==> src/rtl/shared_mem_arbiter_if.sv <==
// Bundle of fetch, data and memory-side signals shared by the unified memory arbiter.
// The slave modport is the arbiter's view; master is the requester/memory side.
interface shared_mem_arbiter_if;
    logic        if_req;
    logic [31:0] if_addr;
    logic        if_gnt;
    logic        if_rvalid;
    logic [31:0] if_rdata;

    logic        d_req;
    logic        d_we;
    logic [2:0]  d_func3;
    logic [31:0] d_addr;
    logic [31:0] d_wdata;
    logic        d_gnt;
    logic        d_rvalid;
    logic [31:0] d_rdata;
    logic        d_err;

    logic        mem_read;
    logic        mem_write;
    logic [2:0]  mem_func3;
    logic [31:0] mem_addr;
    logic [31:0] mem_wdata;
    logic [31:0] mem_rdata;

    modport slave (
        input  if_req, if_addr, d_req, d_we, d_func3, d_addr, d_wdata, mem_rdata,
        output if_gnt, if_rvalid, if_rdata, d_gnt, d_rvalid, d_rdata, d_err,
               mem_read, mem_write, mem_func3, mem_addr, mem_wdata
    );

    modport master (
        output if_req, if_addr, d_req, d_we, d_func3, d_addr, d_wdata, mem_rdata,
        input  if_gnt, if_rvalid, if_rdata, d_gnt, d_rvalid, d_rdata, d_err,
               mem_read, mem_write, mem_func3, mem_addr, mem_wdata
    );
endinterface

==> src/rtl/shared_mem_arbiter.sv <==
// Single-port memory arbiter between fetch and load/store, with bounded data priority
// so that a run of data accesses cannot starve instruction fetch.
module shared_mem_arbiter #(
    parameter int unsigned MAX_DATA_STREAK = 2
) (
    input  logic                 clk,
    input  logic                 rst_n,
    shared_mem_arbiter_if.slave  bus
);
    localparam int unsigned STREAK_W = $clog2(MAX_DATA_STREAK + 1);
    localparam logic [STREAK_W-1:0] STREAK_MAX = STREAK_W'(MAX_DATA_STREAK);

    logic [STREAK_W-1:0] streak_q, streak_d;
    logic                if_rvalid_q, d_rvalid_q, d_err_q;
    logic [31:0]         if_rdata_q, if_rdata_d;
    logic [31:0]         d_rdata_q, d_rdata_d;

    logic fetch_gnt_c;
    logic data_gnt_c;
    logic d_illegal_c;
    logic streak_full_c;

    // Alignment and func3 legality of the pending data access.
    always_comb begin
        d_illegal_c = 1'b0;
        case (bus.d_func3)
            3'd0:    d_illegal_c = 1'b0;
            3'd1:    d_illegal_c = bus.d_addr[0];
            3'd2:    d_illegal_c = |bus.d_addr[1:0];
            3'd4:    d_illegal_c = bus.d_we;
            3'd5:    d_illegal_c = bus.d_we | bus.d_addr[0];
            default: d_illegal_c = 1'b1;
        endcase
    end

    // Grant selection: data preferred until its streak saturates with fetch waiting.
    always_comb begin
        streak_full_c = (streak_q == STREAK_MAX);
        fetch_gnt_c   = rst_n & bus.if_req & (~bus.d_req | streak_full_c);
        data_gnt_c    = rst_n & bus.d_req & ~(bus.if_req & streak_full_c);
    end

    // Memory-side controls; zero whenever nothing is issued so no access can leak.
    always_comb begin
        bus.if_gnt    = fetch_gnt_c;
        bus.d_gnt     = data_gnt_c;
        bus.mem_read  = 1'b0;
        bus.mem_write = 1'b0;
        bus.mem_func3 = 3'd0;
        bus.mem_addr  = 32'd0;
        bus.mem_wdata = 32'd0;
        if (fetch_gnt_c) begin
            bus.mem_read  = 1'b1;
            bus.mem_func3 = 3'd2;
            bus.mem_addr  = bus.if_addr & ~32'd3;
        end else if (data_gnt_c && !d_illegal_c) begin
            bus.mem_read  = ~bus.d_we;
            bus.mem_write = bus.d_we;
            bus.mem_func3 = bus.d_func3;
            bus.mem_addr  = bus.d_addr;
            bus.mem_wdata = bus.d_wdata;
        end
    end

    always_comb begin
        streak_d   = streak_q;
        if_rdata_d = if_rdata_q;
        d_rdata_d  = d_rdata_q;
        if (!bus.if_req || fetch_gnt_c) begin
            streak_d = '0;
        end else if (data_gnt_c && !streak_full_c) begin
            streak_d = streak_q + STREAK_W'(1);
        end
        if (fetch_gnt_c) begin
            if_rdata_d = bus.mem_rdata;
        end
        // Stores and rejected accesses answer with zero data.
        if (data_gnt_c) begin
            d_rdata_d = (bus.d_we || d_illegal_c) ? 32'd0 : bus.mem_rdata;
        end
    end

    always_ff @(posedge clk or negedge rst_n) begin
        if (!rst_n) begin
            streak_q    <= '0;
            if_rvalid_q <= 1'b0;
            d_rvalid_q  <= 1'b0;
            d_err_q     <= 1'b0;
            if_rdata_q  <= 32'd0;
            d_rdata_q   <= 32'd0;
        end else begin
            streak_q    <= streak_d;
            if_rvalid_q <= fetch_gnt_c;
            d_rvalid_q  <= data_gnt_c;
            d_err_q     <= data_gnt_c & d_illegal_c;
            if_rdata_q  <= if_rdata_d;
            d_rdata_q   <= d_rdata_d;
        end
    end

    assign bus.if_rvalid = if_rvalid_q;
    assign bus.if_rdata  = if_rdata_q;
    assign bus.d_rvalid  = d_rvalid_q;
    assign bus.d_rdata   = d_rdata_q;
    assign bus.d_err     = d_err_q;
endmodule

==> src/flat_wrapper.sv <==
// flat-port wrapper written by rule: the top's interface ports become plain ports
module shared_mem_arbiter_flat 
#(
    parameter int unsigned MAX_DATA_STREAK = 2
)
  (clk, rst_n, bus_if_req, bus_if_addr, bus_d_req, bus_d_we, bus_d_func3, bus_d_addr, bus_d_wdata, bus_mem_rdata, bus_if_gnt, bus_if_rvalid, bus_if_rdata, bus_d_gnt, bus_d_rvalid, bus_d_rdata, bus_d_err, bus_mem_read, bus_mem_write, bus_mem_func3, bus_mem_addr, bus_mem_wdata);
  shared_mem_arbiter_if bus_i ();
  input  logic clk;
  input  logic rst_n;
  input wire logic [$bits(bus_i.if_req)-1:0] bus_if_req;
  input wire logic [$bits(bus_i.if_addr)-1:0] bus_if_addr;
  input wire logic [$bits(bus_i.d_req)-1:0] bus_d_req;
  input wire logic [$bits(bus_i.d_we)-1:0] bus_d_we;
  input wire logic [$bits(bus_i.d_func3)-1:0] bus_d_func3;
  input wire logic [$bits(bus_i.d_addr)-1:0] bus_d_addr;
  input wire logic [$bits(bus_i.d_wdata)-1:0] bus_d_wdata;
  input wire logic [$bits(bus_i.mem_rdata)-1:0] bus_mem_rdata;
  output wire logic [$bits(bus_i.if_gnt)-1:0] bus_if_gnt;
  output wire logic [$bits(bus_i.if_rvalid)-1:0] bus_if_rvalid;
  output wire logic [$bits(bus_i.if_rdata)-1:0] bus_if_rdata;
  output wire logic [$bits(bus_i.d_gnt)-1:0] bus_d_gnt;
  output wire logic [$bits(bus_i.d_rvalid)-1:0] bus_d_rvalid;
  output wire logic [$bits(bus_i.d_rdata)-1:0] bus_d_rdata;
  output wire logic [$bits(bus_i.d_err)-1:0] bus_d_err;
  output wire logic [$bits(bus_i.mem_read)-1:0] bus_mem_read;
  output wire logic [$bits(bus_i.mem_write)-1:0] bus_mem_write;
  output wire logic [$bits(bus_i.mem_func3)-1:0] bus_mem_func3;
  output wire logic [$bits(bus_i.mem_addr)-1:0] bus_mem_addr;
  output wire logic [$bits(bus_i.mem_wdata)-1:0] bus_mem_wdata;
  assign bus_i.if_req = bus_if_req;
  assign bus_i.if_addr = bus_if_addr;
  assign bus_i.d_req = bus_d_req;
  assign bus_i.d_we = bus_d_we;
  assign bus_i.d_func3 = bus_d_func3;
  assign bus_i.d_addr = bus_d_addr;
  assign bus_i.d_wdata = bus_d_wdata;
  assign bus_i.mem_rdata = bus_mem_rdata;
  assign bus_if_gnt = bus_i.if_gnt;
  assign bus_if_rvalid = bus_i.if_rvalid;
  assign bus_if_rdata = bus_i.if_rdata;
  assign bus_d_gnt = bus_i.d_gnt;
  assign bus_d_rvalid = bus_i.d_rvalid;
  assign bus_d_rdata = bus_i.d_rdata;
  assign bus_d_err = bus_i.d_err;
  assign bus_mem_read = bus_i.mem_read;
  assign bus_mem_write = bus_i.mem_write;
  assign bus_mem_func3 = bus_i.mem_func3;
  assign bus_mem_addr = bus_i.mem_addr;
  assign bus_mem_wdata = bus_i.mem_wdata;
  shared_mem_arbiter #(.MAX_DATA_STREAK(MAX_DATA_STREAK)) u_core (.clk(clk), .rst_n(rst_n), .bus(bus_i));
endmodule
==> config.mk <==
export PLATFORM = sky130hd
export DESIGN_NAME = shared_mem_arbiter_flat
export DESIGN_NICKNAME = d
export VERILOG_FILES = /design/src/rtl/shared_mem_arbiter_if.sv /design/src/rtl/shared_mem_arbiter.sv /design/src/flat_wrapper.sv
export SDC_FILE = /design/constraint.sdc
export NUM_CORES = 1
export LEC_CHECK = 0
export ABC_AREA = 1
export BUFFER_PORTS_ARGS = -buffer_cell sky130_fd_sc_hd__buf_4
export CAP_MARGIN = 20
export CORE_AREA = 2 2 106 108
export DETAILED_ROUTE_END_ITERATION = 16
export DIE_AREA = 0 0 108 110
export PLACE_DENSITY = 0.68
export SKIP_CTS_REPAIR_TIMING = 1
export SYNTH_ARGS = -nofsm -noshare
export SYNTH_HDL_FRONTEND = slang
export SYNTH_SLANG_ARGS = --single-unit
==> constraint.sdc <==
create_clock -name clk -period 2.4 [get_ports clk]
set_clock_uncertainty 0.2 [all_clocks]
set_input_delay 0.48 -clock clk [delete_from_list [all_inputs] [get_ports clk]]
set_output_delay 0.48 -clock clk [all_outputs]
set_load 0.01 [all_outputs]
==> results of run 1 <==
==> registers in the layout, indices dropped and copies added (netlist names) <==
| signal | cells |
|---|---|
| u_core.bus.d_err | 1 |
| u_core.bus.d_rvalid | 1 |
| u_core.bus.if_rvalid | 1 |
| u_core.streak_q | 2 |
| u_core.bus.d_rdata | 32 |
| u_core.bus.if_rdata | 32 |
==> how the worst max path moves through the flow <==
| stage | from | endpoint | slack, ns |
|---|---|---|---|
| after global routing | u_core.streak_q[0] | bus_mem_addr[9] | -0.07 |
| after detailed placement | bus_d_func3[0] | bus_mem_wdata[2] | 0.21 |
| after global placement | rst_n | bus_mem_addr[9] | 0.23 |
| after floorplan | u_core.streak_q[0] | bus_mem_addr[0] | 0.41 |
| final | u_core.streak_q[1] | bus_mem_wdata[30] | -0.02 |
| after CTS | u_core.streak_q[0] | bus_mem_addr[2] | -0.17 |
==> routing by layer <==
layer,wire length [µm],vias to the layer above
met3,1038,14
met5,0,-
met1,5801,1941
met2,7130,164
li1,-,2046
met4,152,0
==> worst max-delay path, cell delays in order, from the launching register on <==
cell	delay [ns]
dfrtp_1	0.42
ha_4	0.19
a21oi_4	0.21
nand2_4	0.13
clkbuf_16	0.20
nor2_2	0.11
buf_4	0.13
==> report_power, final <==
part / internal (mW) / switching, mW / leakage (nW)
Combinational: 0.464 / 0.444 / 2.68
Sequential: 1.29 / 0.0733 / 0.903
Clock: 0.625 / 0.495 / 0.119
Total: 2.38 / 1.01 / 3.70
==> cells by family (layout without fill, tap and decap cells) <==
kind of cell               after synthesis  in the layout  synth area share (%)
buffers and inverters                   78            353                 9.648
DFF                                     69             69                 49.50
AOI/OAI and AO/OA                        6              6                0.9684
adders and majority gates                1              1                0.3586
and+or+nand+nor                        333            333                 39.53
==> cell usage in the layout (no fill, tap or decap), types with 2 or more instances in the layout <==
master / n
buf_12: 6
nand2_1: 223
clkbuf_8: 10
nand2_2: 4
bufinv_16: 2
nor2_2: 14
inv_1: 43
dfrtp_1: 69
o21ai_0: 4
buf_6: 12
clkbuf_16: 3
nor2_4: 7
nor2_1: 17
buf_4: 270
nand4_1: 32
nand3_1: 34
==> cell type report <==
class	instances	area (µm²)	share of cell area (%)
clock buffers	10	137.6	2.212
clock inverters	6	93.84	1.508
inverters	45	171.4	2.755
multi-input cells	340	1550	24.91
flip-flops and latches	69	1727	27.75
well taps	140	175.2	2.815
repair buffers	292	2367	38.05
==> metrics by stage <==
| step | setup slack [ns] | utilization, % | TNS, ns | instances |
|---|---|---|---|---|
| 6_report | -0.01800 | 58.16 | -0.02882 | 902 |
| 5_1_grt | -0.07043 | 58.16 | -2.317 | 902 |
| 4_1_cts | -0.1712 | 55.40 | -6.922 | 895 |
| 3_5_place_dp | 0.2116 | 53.24 | 0 | 879 |
| 3_3_place_gp | 0.2328 | 53.24 | 0 | 879 |
| 2_1_floorplan | 0.4129 | - | 0 | 487 |
==> flow_summary.yaml, run 1 <==
die:
  die_y_um: 110
  ios: 274
  dieArea_um2: 11880
  die-width_um: 108
  rows: 38
  core_area_um2: 10700
  floorplan.initialDensity_pct: 32.61
cts:
  clock-sinks: 69
  clock_latency_ns: 0.34
  cts_root_buf: "clkbuf_8"
  cts_tree: "built"
  clk_pin_slew_ns: 0.09
  htree_num_levels: 3
  clock_tree.buffer_depth: 2
  cts_buffers: 9
sta:
  max_freq_ghz: 0.4136
  hold_viol: 0
  holdWs_ns: 0.1367
  setup_viol: 4
  rsz0062_at_grt: "yes"
  fin_crit_sh_pct: 100.8
  drv_slew: 0
  fin_crit_ns: 2.418
  setup_ws_ns: -0.01800
  max-slew-margin-rel_pct: 45.03
  tightest_slew_ns: 0.8246
cells_and_area:
  fin_area_um2: 6222
  drive_gt1_share_pct: 44.36
  antennaDiodeCount: 0
  fillers: 987
  final_nets: 894
  area_growth_syn_to_layout_pct: 78.37
global_route:
  grt_pass1_wl_um: 19530
  gr-usage-met3_pct: 4.938
  use_met2_pct: 34.77
  grt_pass1_vias: 3715
  met1_usage_pct: 27.83
  antenna_found_initial: 0
  grtUsageTotal_pct: 21.11
  overflow: 0
  grt_max_degree: 65
  top_usage_layer: "met2"
setup_path:
  r2r_slack_ns: 0.46
  regToRegStartpoint: "u_core.streak_q[1]"
  crit_path_start_kind: "flop"
  critPathRequiredTime_ns: 1.72
  r2r_cells: 7
  cp_max_fo: 17
  arrival_ns: 1.74
  critical_path_class: "reg2out"
  endpoint_kind: "output port"
  r2r-end: "u_core.bus.d_rdata[11]"
drt:
  dr.first_iter.drc_count: 207
  via_count: 4165
  routedWlPerCell_um: 15.66
  ant_nets: 0
  drc: 0
  firstDrtPassIters: 5
  drt_wl_total_um: 14120
  viasPerCell: 4.618
yosys:
  synth_warnings: 0
  synth_cell_types: 15
  syn-cell-area_um2: 3488
  synth_edf_count: 0
  synth.most_common_cell: "nand2_1"
  syn_area_per_cell_um2: 7.163
  synth-main-ff-cell: "dfrtp_1"
  yosys.area.top_type: "dfrtp_1"
  synth.yosys.seq_area_share_pct: 49.50
  synthArstFlopShare_pct: 100.0
  netlist_top_cells_area: "dfrtp_1 49%, nand2_1 25%, nand4_1 5.7%"
  syn_inst: 487
  synth_top_area_share_pct: 49.50
  synthTopCellsByCount: "228 x nand2_1, 69 x dfrtp_1, 44 x inv_1, 38 x nor2_1, 34 x nand3_1"
  synth_nets: 624
  ys_ff_latch: 69
power:
  irDropWorstVdd_uv: 383.6
  p_per_area_nw_per_um2: 544.8
  leakagePower_nw: 3.702
  p_total_mw: 3.390
placement:
  place_area_um2: 5695
  port_buffers: 271
  dp_hpwl_um: 9774
  gp_congestion: 0.7893
hold_path:
  hold_end: "u_core.bus.if_rdata[3]"
  hold_depth: 3
  min_from: "bus_mem_rdata[3]"
  hp-class: "in2reg"
run:
  cap_violations: 0
status:
  status: "finished, violations left"
  violations: "setup timing"
(Power assumes the default switching activity.)
==> inputs of run 2 (changes only) <==
Settings changed: CORE_AREA 2 2 106 108 to 2 2 107 109, CTS_BUF_LIST from default to sky130_fd_sc_hd__clkbuf_8, DIE_AREA 0 0 108 110 to 0 0 109 111, PLACE_DENSITY 0.68 to 0.67, SLEW_MARGIN from default to 5.
==> run 2 against run 1 <==
Against the previous run: combinational power down 1%; die area up 1.8%; global-route usage up 0.16 points; largest power group unchanged; clock power down 15%; the run ends with hold timing left; sequential share of layout area up 0.44 points; worst hold slack worse by 0.14 ns; flip-flop and latch count unchanged.
==> flow_summary.yaml, run 2 (synthesis results as in run 1) <==
status:
  status: "finished, violations left"
  violations: "hold timing"
drt:
  firstDrtPassIters: 4
  drt_wl_total_um: 13810
  routedWlPerCell_um: 15.24
  viasPerCell: 4.598
  drc: 0
  via_count: 4166
  dr.first_iter.drc_count: 168
  ant_nets: 0
cts:
  cts_buffers: 9
  clk_pin_slew_ns: 0.07
  cts_root_buf: "clkbuf_8"
  htree_num_levels: 3
  clock_latency_ns: 0.33
  cts_tree: "built"
  clock_tree.buffer_depth: 2
  clock-sinks: 69
sta:
  tightest_slew_ns: 0.5366
  rsz0062_at_grt: "yes"
  setup_viol: 0
  fin_crit_ns: 2.392
  max-slew-margin-rel_pct: 64.22
  setup_ws_ns: 0.008493
  max_freq_ghz: 0.4181
  drv_slew: 0
  fin_setup_tns_ns: 0
  fin_crit_sh_pct: 99.65
  hold_viol: 16
  holdWs_ns: -0.008021
setup_path:
  crit_family: "flip-flops"
  critPathRequiredTime_ns: 1.72
  max_stage_delay_ns: 0.41
  critical-path-slowest-cell: "dfrtp_1"
  r2r_cells: 7
  path_buf_inv: 2
  arrival_ns: 1.71
  worstPathCellList: "ha_4 -> a21oi_4 -> nand2_2 -> buf_12 -> o21ai_1 -> buf_4"
  cp_max_fo: 19
  critical_path_class: "reg2out"
  endpoint_kind: "output port"
  crit_path_start_kind: "flop"
  cp.depth: 6
hold_path:
  hp-class: "in2async"
cells_and_area:
  drive_gt1_share_pct: 42.99
  final_cell_mix: "282 x buf_4, 224 x nand2_1, 69 x dfrtp_1"
  fillers: 1018
  layout_commonest_cell: "buf_4"
  area_growth_syn_to_layout_pct: 75.61
  final_nets: 896
  fin_area_um2: 6126
  antennaDiodeCount: 0
power:
  irDropWorstVdd_uv: 296.5
  p_per_area_nw_per_um2: 525.5
  leakagePower_nw: 3.676
placement:
  dp_hpwl_um: 9768
  port_buffers: 271
  place_area_um2: 5684
  dp_slack_ns: 0.1406
  gp_congestion: 0.8004
die:
  die_y_um: 111
  ios: 274
  die-width_um: 109
  core_area_um2: 11080
  floorplan.initialDensity_pct: 31.49
  dieArea_um2: 12100
  rows: 39
global_route:
  grt_max_degree: 68
  grtUsageTotal_pct: 21.27
  overflow: 0
  grt_pass1_vias: 3892
  grt_pass1_wl_um: 19870
  antenna_found_initial: 0
run:
  cap_violations: 0
run 2: worst paths after layout:
| kind | startpoint | endpoint | slack, ns |
|---|---|---|---|
| min in group clk | bus_mem_rdata[25] | u_core.bus.if_rdata[25] | 0.14 |
| min | rst_n | u_core.streak_q[1] | -0.008 |
| max reg2reg | u_core.streak_q[1] | u_core.bus.d_rdata[24] | 0.67 |
| min reg2reg | u_core.bus.if_rdata[30] | u_core.bus.if_rdata[30] | 0.28 |
| max | u_core.streak_q[1] | bus_mem_func3[1] | 0.008 |
| max in group asynchronous | rst_n | u_core.bus.d_rdata[14] | 1.57 |
run 2: report_power, final:
group          internal [mW]  total, mW  leakage [nW]  switching [mW]
Sequential              1.29       1.36         0.903          0.0729
Combinational          0.463      0.899          2.67           0.436
Clock                  0.527      0.957         0.101           0.430
Total                   2.28       3.22          3.68           0.939
run 2: final cells by class:
class,count,area (µm²),share of cell area [%]
inverter,45,176.4,2.880
tap,143,178.9,2.921
clock buffer,11,151.4,2.471
multi-input combinational,340,1503,24.53
timing repair buffer,294,2342,38.24
clock inverter,4,47.55,0.7761
sequential,69,1727,28.19
run 2: per-stage QoR:
step,utilization (%),instances,power (mW)
2_1_floorplan,-,487,1.693
3_3_place_gp,51.32,880,2.233
3_5_place_dp,51.32,880,2.250
4_1_cts,53.11,895,3.222
5_1_grt,55.30,906,3.405
6_report,55.30,906,3.219
run 2: layer usage:
layer | up-vias | GRT usage (%) | routed length, µm | part of all wire, %
li1 | 2040 | - | - | -
met1 | 1894 | 26.32 | 5453 | 39
met2 | 202 | 33.75 | 6596 | 48
met3 | 30 | 6.055 | 1337 | 9.7
met4 | 0 | 10.26 | 418 | 3.0
met5 | - | 0 | 0 | 0
==> inputs of run 3 (changes only) <==
Settings changed: HOLD_SLACK_MARGIN from default to 0.03.
Clock period 2.4 ns to 2.6 ns, I/O delays scaled along.
==> run 3 against run 2 <==
Against the previous run: the run now ends clean; flip-flop and latch count stayed put; routed wire length is 2.5% higher; clock power is 6.0% lower; sequential share of layout area is 0.56 points higher.
==> flow_summary.yaml, run 3 (synthesis results as in run 1) <==
sta:
  tightest_slew_ns: 0.5524
  fin_crit_ns: 2.488
  setup_ws_ns: 0.1120
  setup_viol: 0
  max_freq_ghz: 0.4019
  hold_viol: 0
  max-slew-margin-rel_pct: 63.18
  fin_crit_sh_pct: 95.69
  holdWs_ns: 0.05160
  rsz0062_at_grt: "no"
  drv_slew: 0
setup_path:
  arrival_ns: 1.77
  worstPathCellList: "ha_4 -> inv_1 -> nand2_1 -> nand3_4 -> clkinv_8 -> buf_4 -> buf_4"
  cp_common_cell: "buf_4"
  max_stage_delay_ns: 0.42
  endpoint_kind: "output port"
  critPathRequiredTime_ns: 1.88
  path_buf_inv: 4
  crit_family: "buffers and inverters"
  critical-path-slowest-cell: "dfrtp_1"
  critical_path_class: "reg2out"
  crit_path_start_kind: "flop"
  cp_max_fo: 8
cts:
  clk_pin_slew_ns: 0.07
  htree_num_levels: 3
  clock_tree.buffer_depth: 2
  cts_buffers: 9
  cts_tree: "built"
  clock_latency_ns: 0.34
  clock-sinks: 69
  cts_root_buf: "clkbuf_8"
hold_path:
  hp-class: "in2async"
drt:
  drt_wl_total_um: 14150
  via_count: 4271
  routedWlPerCell_um: 15.62
  viasPerCell: 4.714
  firstDrtPassIters: 5
  dr.first_iter.drc_count: 227
  drc: 0
  ant_nets: 0
die:
  floorplan.initialDensity_pct: 31.49
  die-width_um: 109
  dieArea_um2: 12100
  ios: 274
  core_area_um2: 11080
  die_y_um: 111
  rows: 39
power:
  irDropWorstVdd_uv: 355.7
  leakagePower_nw: 3.652
  p_total_mw: 2.973
  p_per_area_nw_per_um2: 495.0
cells_and_area:
  antennaDiodeCount: 0
  drive_gt1_share_pct: 41.15
  stdcell_count: 906
  layout_commonest_cell: "buf_4"
  area_growth_syn_to_layout_pct: 72.20
  final_cell_mix: "287 x buf_4, 227 x nand2_1, 69 x dfrtp_1"
  utilization_pct: 54.23
  final_nets: 895
global_route:
  grt_pass1_vias: 4057
  grt_pass1_wl_um: 20470
  overflow: 0
  grt_max_degree: 68
  antenna_found_initial: 0
  grtUsageTotal_pct: 21.58
status:
  status: "complete, no violations"
placement:
  port_buffers: 271
  dp.cells: 881
  dp_slack_ns: 0.1822
  gp_congestion: 0.8214
  dp_hpwl_um: 9830
run:
  cap_violations: 0
-- run 3: where the power goes --
part           total (mW)  leakage (nW)  switching [mW]  internal, mW
sequential           1.26         0.903          0.0680          1.19
combinational       0.815          2.65           0.400         0.415
clock               0.900         0.100           0.433         0.468
total                2.97          3.65           0.901          2.07
-- run 3: area by class of cell --
class | count | area (µm²)
Multi-Input combinational cell | 340 | 1455
Tap cell | 143 | 178.9
Sequential cell | 69 | 1727
Fill cell | 1069 | 5070
Clock inverter | 6 | 62.56
Timing Repair inverter | 2 | 20.02
Inverter | 45 | 181.4
Clock buffer | 10 | 137.6
Timing Repair Buffer | 291 | 2245
-- run 3: metal layers --
| metal | up-vias | share of wire [%] | GRT usage, % |
|---|---|---|---|
| met5 | - | 0 | 0 |
| met4 | 0 | 1.9 | 8.034 |
| met3 | 23 | 8.5 | 5.115 |
| met2 | 193 | 48 | 36.23 |
| met1 | 2011 | 41 | 26.57 |
| li1 | 2044 | - | - |
-- run 3: stage by stage --
| step | area [µm²] | setup TNS (ns) |
|---|---|---|
| 3_3_place_gp | 5654 | 0 |
| 4_1_cts | 5854 | -3.965 |
| 6_report | 6007 | 0 |
| 5_1_grt | 6007 | 0 |
| 3_5_place_dp | 5654 | 0 |
| 2_1_floorplan | 3488 | 0 |
-- run 3: worst paths after layout --
check	from	end	slack [ns]	cells past startpoint
max	u_core.streak_q[1]	bus_if_gnt	0.11	7
min	rst_n	u_core.streak_q[0]	0.05	2
max reg2reg	u_core.streak_q[1]	u_core.bus.if_rdata[1]	0.71	9
min reg2reg	u_core.bus.if_rdata[28]	u_core.bus.if_rdata[28]	0.28	2
max in group asynchronous	rst_n	u_core.bus.d_rdata[20]	1.69	2
min in group clk	bus_mem_rdata[25]	u_core.bus.if_rdata[25]	0.17	3
